File: src/rtl/memory_unit_pkg.sv
// Shared types for the memory unit: command encoding, handshake states
// and the default acknowledge timeout.
package memory_unit_pkg;

    typedef enum logic [2:0] {
        OP_NOP      = 3'd0,
        OP_READ     = 3'd1,
        OP_WRITE    = 3'd2,
        OP_LOAD_MAR = 3'd3,
        OP_LOAD_PC  = 3'd4,
        OP_INC_PC   = 3'd5,
        OP_OUT_MAR  = 3'd6,
        OP_OUT_PC   = 3'd7
    } memory_op_e;

    typedef enum logic [1:0] {
        HS_IDLE = 2'd0,
        HS_REQ  = 2'd1,
        HS_DONE = 2'd2
    } hs_state_e;

    localparam int MEM_TIMEOUT_DEFAULT = 15;

endpackage

File: src/rtl/memory_unit_mem_handshake_fsm.sv
// External memory req/ack sequencer: IDLE -> REQ -> DONE -> IDLE.
// Ports: start/is_write/fetch/addr_in/wdata_in from the top; mem_* to
// memory; busy, mem_err, rd_oe/rd_data (DONE read data), pc_inc pulse.
module mem_handshake_fsm
    import memory_unit_pkg::*;
#(
    parameter int ADDR_WIDTH  = 16,
    parameter int ACK_TIMEOUT = MEM_TIMEOUT_DEFAULT
) (
    input  logic                  clock,
    input  logic                  reset_n,
    input  logic                  start,
    input  logic                  is_write,
    input  logic                  fetch,
    input  logic [ADDR_WIDTH-1:0] addr_in,
    input  logic [7:0]            wdata_in,
    input  logic                  mem_ack,
    input  logic [7:0]            mem_rdata,
    output logic [ADDR_WIDTH-1:0] mem_addr,
    output logic [7:0]            mem_wdata,
    output logic                  mem_we,
    output logic                  mem_req,
    output logic                  busy,
    output logic                  mem_err,
    output logic                  rd_oe,
    output logic [7:0]            rd_data,
    output logic                  pc_inc
);

    localparam logic [7:0] LAST = 8'(ACK_TIMEOUT - 1);

    hs_state_e  state;
    logic [7:0] count;
    logic       fetch_q;
    logic       timed_out;

    // A completed fetch advances the PC on the edge leaving DONE.
    assign pc_inc = (state == HS_DONE) && !mem_we && fetch_q && !timed_out;

    always_ff @(posedge clock or negedge reset_n) begin
        if (!reset_n) begin
            state     <= HS_IDLE;
            count     <= '0;
            fetch_q   <= 1'b0;
            timed_out <= 1'b0;
            mem_addr  <= '0;
            mem_wdata <= '0;
            mem_we    <= 1'b0;
            mem_req   <= 1'b0;
            busy      <= 1'b0;
            mem_err   <= 1'b0;
            rd_oe     <= 1'b0;
            rd_data   <= '0;
        end else begin
            case (state)
                HS_IDLE: begin
                    if (start) begin
                        mem_addr  <= addr_in;
                        mem_we    <= is_write;
                        mem_wdata <= wdata_in;
                        mem_req   <= 1'b1;
                        busy      <= 1'b1;
                        count     <= '0;
                        fetch_q   <= fetch;
                        timed_out <= 1'b0;
                        state     <= HS_REQ;
                    end
                end
                HS_REQ: begin
                    // Ack is checked first so an ack on the last
                    // allowed cycle beats the timeout.
                    if (mem_ack) begin
                        mem_req <= 1'b0;
                        if (!mem_we) rd_data <= mem_rdata;
                        rd_oe   <= !mem_we;
                        state   <= HS_DONE;
                    end else begin
                        count <= count + 8'd1;
                        if (count == LAST) begin
                            mem_req   <= 1'b0;
                            mem_err   <= 1'b1;
                            timed_out <= 1'b1;
                            rd_data   <= 8'hFF;
                            rd_oe     <= !mem_we;
                            state     <= HS_DONE;
                        end
                    end
                end
                HS_DONE: begin
                    rd_oe <= 1'b0;
                    busy  <= 1'b0;
                    state <= HS_IDLE;
                end
                default: state <= HS_IDLE;
            endcase
        end
    end

endmodule

File: src/rtl/memory_unit.sv
// Memory unit: PC/MAR registers, command decode, bus output mux.
// Ports: memory_op/selectors/bus_in from control; bus_out/bus_oe/busy/
// mem_err to control; mem_* handshake to external byte memory.
module memory_unit
    import memory_unit_pkg::*;
#(
    parameter int                    ADDR_WIDTH  = 16,
    parameter logic [ADDR_WIDTH-1:0] PC_RESET    = '0,
    parameter int                    ACK_TIMEOUT = MEM_TIMEOUT_DEFAULT
) (
    input  logic                  clock,
    input  logic                  reset_n,
    input  logic [2:0]            memory_op,
    input  logic                  data_word_selector,
    input  logic                  bus_selector,
    input  logic [7:0]            bus_in,
    output logic [7:0]            bus_out,
    output logic                  bus_oe,
    output logic                  busy,
    output logic                  mem_err,
    output logic [ADDR_WIDTH-1:0] mem_addr,
    output logic [7:0]            mem_wdata,
    output logic                  mem_we,
    output logic                  mem_req,
    input  logic                  mem_ack,
    input  logic [7:0]            mem_rdata
);

    localparam int HW = ADDR_WIDTH - 8;

    memory_op_e            op;
    logic [ADDR_WIDTH-1:0] pc;
    logic [ADDR_WIDTH-1:0] mar;
    logic                  out_oe;
    logic [7:0]            out_byte;
    logic                  rd_oe;
    logic [7:0]            rd_data;
    logic                  pc_inc;
    logic                  start;

    assign op    = memory_op_e'(memory_op);
    assign start = !busy && (op == OP_READ || op == OP_WRITE);

    mem_handshake_fsm #(
        .ADDR_WIDTH (ADDR_WIDTH),
        .ACK_TIMEOUT(ACK_TIMEOUT)
    ) u_fsm (
        .clock    (clock),
        .reset_n  (reset_n),
        .start    (start),
        .is_write (op == OP_WRITE),
        .fetch    (!bus_selector),
        .addr_in  (bus_selector ? mar : pc),
        .wdata_in (bus_in),
        .mem_ack  (mem_ack),
        .mem_rdata(mem_rdata),
        .mem_addr (mem_addr),
        .mem_wdata(mem_wdata),
        .mem_we   (mem_we),
        .mem_req  (mem_req),
        .busy     (busy),
        .mem_err  (mem_err),
        .rd_oe    (rd_oe),
        .rd_data  (rd_data),
        .pc_inc   (pc_inc)
    );

    // Read data (DONE) and OUT_* data can never be valid together.
    assign bus_oe  = rd_oe | out_oe;
    assign bus_out = rd_oe ? rd_data : (out_oe ? out_byte : 8'h00);

    always_ff @(posedge clock or negedge reset_n) begin
        if (!reset_n) begin
            pc       <= PC_RESET;
            mar      <= '0;
            out_oe   <= 1'b0;
            out_byte <= '0;
        end else begin
            out_oe <= 1'b0;
            if (pc_inc) begin
                pc <= pc + ADDR_WIDTH'(1);
            end else if (!busy) begin
                case (op)
                    OP_LOAD_MAR: begin
                        if (data_word_selector)
                            mar[ADDR_WIDTH-1:8] <= HW'(bus_in);
                        else
                            mar[7:0] <= bus_in;
                    end
                    OP_LOAD_PC: begin
                        if (data_word_selector)
                            pc[ADDR_WIDTH-1:8] <= HW'(bus_in);
                        else
                            pc[7:0] <= bus_in;
                    end
                    OP_INC_PC: pc <= pc + ADDR_WIDTH'(1);
                    OP_OUT_MAR: begin
                        out_oe   <= 1'b1;
                        out_byte <= data_word_selector ?
                                    8'(mar[ADDR_WIDTH-1:8]) : mar[7:0];
                    end
                    OP_OUT_PC: begin
                        out_oe   <= 1'b1;
                        out_byte <= data_word_selector ?
                                    8'(pc[ADDR_WIDTH-1:8]) : pc[7:0];
                    end
                    default: ;
                endcase
            end
        end
    end

endmodule
File: config.mk
export PLATFORM = sky130hd
export DESIGN_NAME = memory_unit
export DESIGN_NICKNAME = d
export VERILOG_FILES = /design/src/rtl/memory_unit_pkg.sv /design/src/rtl/memory_unit_mem_handshake_fsm.sv /design/src/rtl/memory_unit.sv
export SDC_FILE = /design/constraint.sdc
export NUM_CORES = 1
export LEC_CHECK = 0
export ABC_AREA = 1
export CAP_MARGIN = 40
export CORE_MARGIN = 4
export CORE_UTILIZATION = 35
export CTS_CLUSTER_DIAMETER = 120
export CTS_CLUSTER_SIZE = 28
export DETAILED_ROUTE_END_ITERATION = 6
export GPL_TIMING_DRIVEN = 0
export PLACE_DENSITY = 0.57
export SLEW_MARGIN = 0
export SYNTH_ARGS = -nofsm -noshare
export SYNTH_HDL_FRONTEND = slang
export SYNTH_SLANG_ARGS = --single-unit
File: constraint.sdc
create_clock -name clock -period 2 [get_ports clock]
set_input_delay 0.6 -clock clock [delete_from_list [all_inputs] [get_ports clock]]
set_output_delay 0.6 -clock clock [all_outputs]
set_load 0.005 [all_outputs]
== Yosys cells after proc, flatten, opt, wreduce, memory -nomap -nowiden ==
Index checks and enable logic that the tools add are counted.

* Bits in registers: 90
* Input port bits: 24
* Output and inout port bits: 37
* Word-level logic and storage cells: 110

* Add/subtract/negate cells: 2
* Equality and inequality tests: 18
* Multiplexer cells: 36
* Bitwise gates (word level): 5
* Reduce and logical (&&, ||, !) cells: 31

{| class="wikitable"
|+ Operator list
! kind !! number
|-
| $mux W8 || 11
|-
| $mux W16 || 3
|-
| $pmux W16 S2 || 1
|-
| $pmux W8 S2 || 2
|-
| $reduce_and A3 Y1 || 7
|-
| $add A16 B1 Y16 const B || 1
|-
| $eq A3 B3 Y1 const B || 4
|-
| $reduce_and A4 Y1 || 3
|-
| $mux W1 || 11
|-
| $reduce_bool A2 Y1 || 5
|-
| $add A8 B1 Y8 const B || 1
|-
| $eq A8 B4 Y1 const B || 1
|-
| $ne A2 B2 Y1 const B || 4
|-
| $pmux W1 S2 || 4
|-
| $reduce_and A2 Y1 || 4
|-
| $eq A3 B2 Y1 const B || 2
|-
| $mux W2 || 3
|-
| $ne A3 B3 Y1 const B || 2
|-
| $logic_and A1 B1 Y1 || 4
|-
| $logic_not A1 Y1 || 4
|-
| $not A1 Y1 || 4
|-
| $pmux W2 S2 || 1
|-
| $eq A3 B1 Y1 const B || 1
|-
| $ne A3 B2 Y1 const B || 1
|-
| other kinds (8) || 8
|}

== Depth between registers and ports, before layout ==
Gate-level depths: netlist of run 1.

* Word-level depth: 6
* Mapped depth: 10
* Mapped depth without buffers: 9

== Hierarchy ==
A second synthesis of run 1 with hierarchy kept.

* Cells, all modules: 640
* Area total of the unflattened synthesis: 4919.7 um2

{| class="wikitable"
|+ Modules (own cells, without submodules)
! module !! times used !! cells an instance !! area each (um2) !! seq. area each (um2)
|-
| memory_unit || 1 || 381 || 2707.6 || 1026.0
|-
| mem_handshake_fsm || 1 || 259 || 2212.1 || 1226.2
|}

== Least setup slack after synthesis of run 1 ==
No wires, ideal clock.

* Path kind: input to register
* Start: input port memory_op[2]
* End: register mar[1]
* Setup time: 0.126 ns
* Arrival: 1.375 ns
* Slack: 0.499 ns
* Cell stages on the path: 6
* Path through: buf_4 nor3_2 nand2_1 nor2_4 buf_6 o21ai_0

* Cells in the longest elaborated chain, start to end: 2

{| class="wikitable"
|+ Ends and longest elaborated chain
! element !! RTL line !! RTL
|-
| start: declaration || memory_unit.sv:13 || <nowiki>input logic [2:0] memory_op,</nowiki>
|-
| $eq A3 B2 Y1 || memory_unit.sv:83 || <nowiki>case (op)</nowiki>
|-
| $reduce_and A4 Y1 (no source line) || - ||
|-
| end signal: indexed assignment || memory_unit.sv:86 || <nowiki>mar[ADDR_WIDTH-1:8] <= HW'(bus_in);</nowiki>
|-
| end signal: assignment || memory_unit.sv:88 || <nowiki>mar[7:0] <= bus_in;</nowiki>
|-
| end: declaration || memory_unit.sv:33 || <nowiki>logic [ADDR_WIDTH-1:0] mar;</nowiki>
|}

Every way passes these cells.
A chain may end at the register's enable or synchronous reset.

== Final worst setup path of run 1 ==
* Start: register u_fsm.rd_oe
* End: output port bus_oe

* Cells in the longest elaborated chain, start to end: 1

{| class="wikitable"
|+ Ends and longest elaborated chain
! element !! RTL line !! RTL
|-
| start: declaration || memory_unit_mem_handshake_fsm.sv:25 || <nowiki>output logic rd_oe,</nowiki>
|-
| start signal: assignment || memory_unit_mem_handshake_fsm.sv:75 || <nowiki>rd_oe <= !mem_we;</nowiki>
|-
| start signal: assignment || memory_unit_mem_handshake_fsm.sv:84 || <nowiki>rd_oe <= !mem_we;</nowiki>
|-
| $or A1 B1 Y1 || memory_unit.sv:69 || <nowiki>assign bus_oe = rd_oe | out_oe;</nowiki>
|-
| end: declaration || memory_unit.sv:18 || <nowiki>output logic bus_oe,</nowiki>
|}

Every way passes these cells.

==> flow_summary.json, run 1 <==
{
  "status": "complete, no violations",
  "critical_path.cell_chain": "clkbuf_8 > or2_2 > clkdlybuf4s15_1",
  "numCtsBuffers": 9,
  "async_reset_ff_share_pct": 100,
  "total_power_mw": 3.76,
  "numClockSinks": 90,
  "grt_setup_unrepaired": "yes",
  "synth-adder-area-share_pct": 1.78,
  "cts_tree": "done",
  "p_int_mw": 2.88,
  "die_h_um": 127,
  "clkPwrFrac_pct": 44.8,
  "p_comb_share_pct": 6.1,
  "slew_violations": 0,
  "synth_simple_gate_area_share_pct": 29.8,
  "yosysUniqueCellTypes": 34,
  "period_minus_slack_ns": 1.98,
  "synthesis.area_sq_um": 4920,
  "ys_warn_count": 0,
  "final_util_pct": 44.0,
  "gp_congestion": 0.943,
  "p_sw_mw": 0.880,
  "synth_compound_area_share_pct": 12.6,
  "path_delay_family": "flip-flops",
  "synthXorXnorAreaFrac_pct": 0.891,
  "muxShareOfSynthArea_pct": 0,
  "yosys.area.top_type": "dfrtp_1",
  "synth_area_per_cell_sq_um": 7.44,
  "cts.clk_slew.worst_paths_ns": 0.06,
  "finalInstanceArea_sq_um": 6080,
  "critical_path_buf_inv_count": 2,
  "ir_worst_vdd_v": 0.000402,
  "post_cts_buffers": 0,
  "p_leak_nw": 3.04,
  "core_area_sq_um": 13800,
  "crit_arrival_ns": 1.38,
  "vias_per_cell": 4.95,
  "finalSetupViolations": 0,
  "slew_headroom_pct": 64.7,
  "drt_iter0_drc": 396,
  "antenna_found_initial": 0,
  "drc": 0,
  "cts_max_level": 3,
  "die_area_sq_um": 16000,
  "worst_ep_required_time_ns": 1.40,
  "layout_common_cells": "227 x nand2_1, 89 x dfrtp_1, 83 x o21ai_0",
  "vias": 4527,
  "tightest_slew_ns": 0.530,
  "area_delta_synth_final_pct": 23.6,
  "fmax_ghz": 0.506,
  "placed_area_sq_um": 5750,
  "synth_flop_cell": "dfrtp_1",
  "cts_hold_buf": 0,
  "nFillCells": 1391,
  "powerDensity_nw_per_um2": 618,
  "grt_pass1_wl_um": 22900,
  "rows": 43,
  "start_util_pct": 35.6,
  "clk_latency_ns": 0.35,
  "synth-seq-cells": 90,
  "skew_ns": 0.0112,
  "power_switching_share_pct": 23.4,
  "seq_power_share_pct": 49.1,
  "wl_per_cell_um": 15.3,
  "hold_class": "input pin to asynchronous set/reset pin",
  "cp-end-kind": "output port",
  "critPathMaxFanout": 10,
  "fin_crit_sh_pct": 98.9,
  "grt_max_degree": 54,
  "synth_top_area_share_pct": 45.8,
  "grt_pass1_vias": 4383,
  "syn_inst": 661,
  "diodes": 0,
  "max_stage_delay_ns": 0.38,
  "io_buffers": 58,
  "clockBufferDepth": 2,
  "root_buffer": "clkbuf_16",
  "drtAntennaViolNets": 0,
  "syn-num-nets": 692,
  "synth_top_family_by_area": "simple AND/OR/NAND/NOR gates",
  "drt-total-wl_um": 14000,
  "maxCapViolCount": 0,
  "path_class": "flop to output port",
  "layout.cells.non_filler": 915,
  "critPathSlowestCell": "dfrtp_1",
  "synth-edff-count": 0,
  "start_kind": "flop",
  "first_pass_iters": 5,
  "grt_overflow_total": 0,
  "r2r_slack_ns": 0.23,
  "grt_usage_pct": 17.8,
  "hpwl_um": 10500,
  "synth_area_leaders": "dfrtp_1 46%, nand2_1 17%, o21ai_0 9.3%",
  "ys_seq_area_share_pct": 45.8,
  "die_w_um": 127,
  "dp_cells": 900,
  "drive_above_1_share_pct": 8.84,
  "hold_viol_final": 0,
  "final_common_cell": "nand2_1",
  "ios": 61,
  "final_nets": 762,
  "tns_ns": 0
}
[power by group through the flow]
stage | clock network [mW] | logic [mW] | registers, mW
after CTS | 1.71 | 0.229 | 1.85
after detailed placement | 0 | 0.226 | 1.88
final | 1.68 | 0.228 | 1.85
after global routing | 1.78 | 0.253 | 1.85
after global placement | 0 | 0.216 | 1.88
after floorplan | 0 | 0.0886 | 1.88
[registers in the layout (all words and copies together), names as in the netlist, 2 cells and up]
name and count:
mar 16, pc 16, u_fsm.mem_addr 16, out_byte 8, u_fsm.count 8, u_fsm.mem_wdata 8
u_fsm.rd_data 8, u_fsm.state 2
[worst register-to-register path, cell delays in order (launching register included)]
cell     delay [ns]
dfrtp_1        0.38
inv_1          0.13
ha_1           0.16
buf_4          0.16
inv_1          0.11
nor2_2         0.13
nand4_1        0.23
nand2_4        0.19
inv_1          0.07
nand2_1        0.06
nand2_1        0.05
[timing repair]
item	CTS	global route
resized for setup	28	6
endpoints found under the hold margin	0	0
pin swaps	0	1
setup endpoints to repair	9	6
[final cells by class]
class	instances	area, sq um	area share, %
plain buffers	24	173	2.84
clock buffers	10	229	3.77
clock inverters	5	56.3	0.926
inverters	77	289	4.76
multi-input cells	470	2260	37.1
flip-flops and latches	90	2250	37.1
well taps	180	225	3.71
repair buffers	59	597	9.82
[cells in the mapped netlist (5+ instances only)]
master and count:
clkbuf_1 6, dfrtp_1 90, o21ai_0 91, o211ai_1 8, nor2_1 47, nand3b_1 5
nand2_1 228, ha_1 7, buf_4 5, inv_1 76, a21oi_1 6, nand4_1 7
nand3_1 35, buf_2 7, buf_6 6
[layer usage]
metal / GRT usage, % / part of all wire (%) / wire, um / vias to the layer above
li1: - / - / - / 2243
met1: 25.6 / 48 / 6720 / 2137
met2: 26.2 / 44 / 6140 / 122
met3: 4.42 / 6.0 / 834 / 25
met4: 6.25 / 1.9 / 263 / 0
met5: 0 / 0 / 0 / -
[path summary, 6_finish.rpt]
check	start	end	depth (start not counted)
max in group asynchronous	reset_n	u_fsm.mem_addr[12]	2
max	u_fsm.rd_oe	bus_oe	3
max reg2reg	u_fsm.state[1]	u_fsm.rd_data[7]	10
min in group clock	u_fsm.mem_err	u_fsm.mem_err	2
min	reset_n	u_fsm.count[2]	1
min reg2reg	u_fsm.mem_err	u_fsm.mem_err	2
[metrics by stage]
step | hold WS [ns] | setup WS, ns
2_1_floorplan | 0.304 | 0.499
3_3_place_gp | 0.451 | -3.09
3_5_place_dp | 0.459 | -0.246
4_1_cts | 0.247 | 0.00823
5_1_grt | 0.283 | -0.0178
6_report | 0.230 | 0.0226
[kinds of logic (layout without fill, tap and decap cells)]
group,after synthesis,in the layout
XOR/XNOR,5,5
adder cells (fa/ha/maj),7,7
buffers and inverters,101,175
flip-flops,90,90
AND/OR/NAND/NOR,342,342
AO/OA/AOI/OAI,116,116
Note: power is estimated with default switching activity, not from simulation.
==> inputs of run 2 (changes only) <==
--- a/config.mk
+++ b/config.mk
@@ -9,6 +9,7 @@
 export CAP_MARGIN = 40
 export CORE_MARGIN = 4
 export CORE_UTILIZATION = 35
+export CTS_BUF_LIST = sky130_fd_sc_hd__clkbuf_4
 export CTS_CLUSTER_DIAMETER = 120
 export CTS_CLUSTER_SIZE = 28
 export DETAILED_ROUTE_END_ITERATION = 6
==> flow_summary.json, run 2 (synthesized netlist as in run 1, its figures left out) <==
{
  "status": "complete, no violations",
  "slew_violations": 0,
  "vias_per_cell": 4.90,
  "wl_per_cell_um": 15.1,
  "finalInstanceArea_sq_um": 6030,
  "core_area_sq_um": 13800,
  "root_buffer": "clkbuf_4",
  "vias": 4549,
  "powerDensity_nw_per_um2": 516,
  "die_h_um": 127,
  "wirelength_met1_um": 6640,
  "clk_latency_ns": 0.48,
  "path_class": "flop to output port",
  "layout_common_cells": "220 x nand2_1, 90 x dfrtp_1, 83 x o21ai_0",
  "maxCapViolCount": 0,
  "area_delta_synth_final_pct": 22.6,
  "layout.cells.non_filler": 928,
  "clockBufferDepth": 2,
  "ios": 61,
  "fmax_ghz": 0.505,
  "drc": 0,
  "start_kind": "flop",
  "grt_max_degree": 54,
  "cts_max_level": 3,
  "grt_pass1_vias": 4445,
  "io_buffers": 58,
  "slew_headroom_pct": 64.9,
  "tightest_slew_ns": 0.527,
  "grt_usage_pct": 18.0,
  "skew_ns": 0.0231,
  "final_nets": 774,
  "drt_iter0_drc": 364,
  "final_util_pct": 43.6,
  "critical_path.cell_chain": "clkbuf_8 > or2_4 > buf_6",
  "antenna_found_initial": 1,
  "cts.clk_slew.worst_paths_ns": 0.14,
  "grt_pass1_wl_um": 23100,
  "cp-end-kind": "output port",
  "ir_worst_vdd_v": 0.000237,
  "die_area_sq_um": 16000,
  "hpwl_um": 10500,
  "placed_area_sq_um": 5750,
  "timing.final.ws_setup_ns": 0.0205,
  "finalSetupViolations": 0,
  "max_stage_delay_ns": 0.41,
  "final_common_cell": "nand2_1",
  "p_leak_nw": 3.22,
  "first_pass_iters": 5,
  "hold_viol_final": 0,
  "grt_overflow_total": 0,
  "period_minus_slack_ns": 1.98,
  "hold_class": "input pin to asynchronous set/reset pin",
  "route.met3.wl_um": 851,
  "gp_congestion": 0.943,
  "top_layer_used": "met4",
  "drtAntennaViolNets": 0,
  "worst_ep_required_time_ns": 1.40,
  "cts_tree": "done",
  "critPathMaxFanout": 3,
  "nFillCells": 1414,
  "tns_ns": 0,
  "rows": 43,
  "cts_hold_buf": 0,
  "reg.largest.list": "mar (16), pc (16), u_fsm.mem_addr (16)",
  "numClockSinks": 90,
  "crit_arrival_ns": 1.38,
  "wl_met2_um": 6210,
  "numCtsBuffers": 9,
  "fin_crit_sh_pct": 99.0,
  "drt-total-wl_um": 14000,
  "dp_cells": 900,
  "start_util_pct": 35.6,
  "die_w_um": 127,
  "drive_above_1_share_pct": 12.3,
  "grt_setup_unrepaired": "yes",
  "critPathSlowestCell": "dfrtp_1",
  "dp_slack_ns": -0.246
}
-- run 2: cell types whose count changed in the layout (fill, tap and decap cells not counted), moves of 2 or more --
| cell | before | now |
|---|---|---|
| clkdlybuf4s50_1 | 48 | 32 |
| buf_4 | 6 | 16 |
| clkbuf_4 | 0 | 10 |
| clkbuf_16 | 9 | 0 |
| buf_2 | 7 | 15 |
| dlymetal6s2s_1 | 0 | 7 |
| nand2_1 | 227 | 220 |
| nand2_2 | 3 | 9 |
| buf_6 | 6 | 8 |
| clkdlybuf4s15_1 | 2 | 0 |
| dlygate4sd2_1 | 7 | 9 |
-- run 2: where the power goes --
group          internal [mW]  switching (mW)  leakage (nW)
Clock                  0.386           0.648        0.0722
Combinational         0.0793           0.148          2.08
Sequential              1.84         0.00814          1.06
Total                   2.30           0.805          3.22
-- run 2: per-layer routing --
layer  up-vias  track usage (%)
met2       131             26.2
met1      2127             25.6
li1       2267                -
met4         0             6.94
met5         -                0
met3        24             4.59
-- run 2: area by class of cell --
| type | count | area (sq um) | share of cell area [%] |
|---|---|---|---|
| multi-input combinational | 470 | 2280 | 37.8 |
| sequential | 90 | 2250 | 37.4 |
| timing repair buffer | 71 | 679 | 11.3 |
| inverter | 77 | 289 | 4.79 |
| tap | 180 | 225 | 3.74 |
| buffer | 24 | 173 | 2.86 |
| clock buffer | 10 | 75.1 | 1.25 |
| clock inverter | 5 | 56.3 | 0.934 |
| antenna | 1 | 2.50 | 0.0415 |
-- run 2: final timing paths --
| kind | start | end | slack (ns) | cells past startpoint |
|---|---|---|---|---|
| min in group clock | memory_op[2] | u_fsm.mem_we | 0.37 | 2 |
| worst min-delay path | reset_n | u_fsm.busy | 0.09 | 1 |
| worst max-delay path | u_fsm.rd_oe | bus_oe | 0.02 | 3 |
| worst min register to register | u_fsm.mem_err | u_fsm.mem_err | 0.48 | 2 |
| max in group asynchronous | reset_n | u_fsm.mem_addr[6] | 1.26 | 2 |
| worst max register to register | u_fsm.state[1] | u_fsm.rd_data[6] | 0.23 | 10 |
-- run 2: metrics by stage --
| stage | total power, mW | hold WS [ns] |
|---|---|---|
| after global routing | 3.24 | 0.116 |
| after detailed placement | 2.11 | 0.459 |
| after global placement | 2.10 | 0.451 |
| after CTS | 3.14 | 0.0768 |
| final | 3.11 | 0.0864 |
| after floorplan | 1.97 | 0.304 |
-- run 2: worst max-delay path, delay by kind of cell (launching register included) --
| kind | cells | cell delay (ns) |
|---|---|---|
| buffers and inverters | 2 | 0.26 |
| AND/OR/NAND/NOR | 1 | 0.25 |
| flip-flops | 1 | 0.41 |
-- run 2: repair_timing --
action,CTS,global route
gates cloned,0,0
setup endpoints to repair,19,22
pin swaps,0,3
resized for setup,71,13
setup buffers,7,5
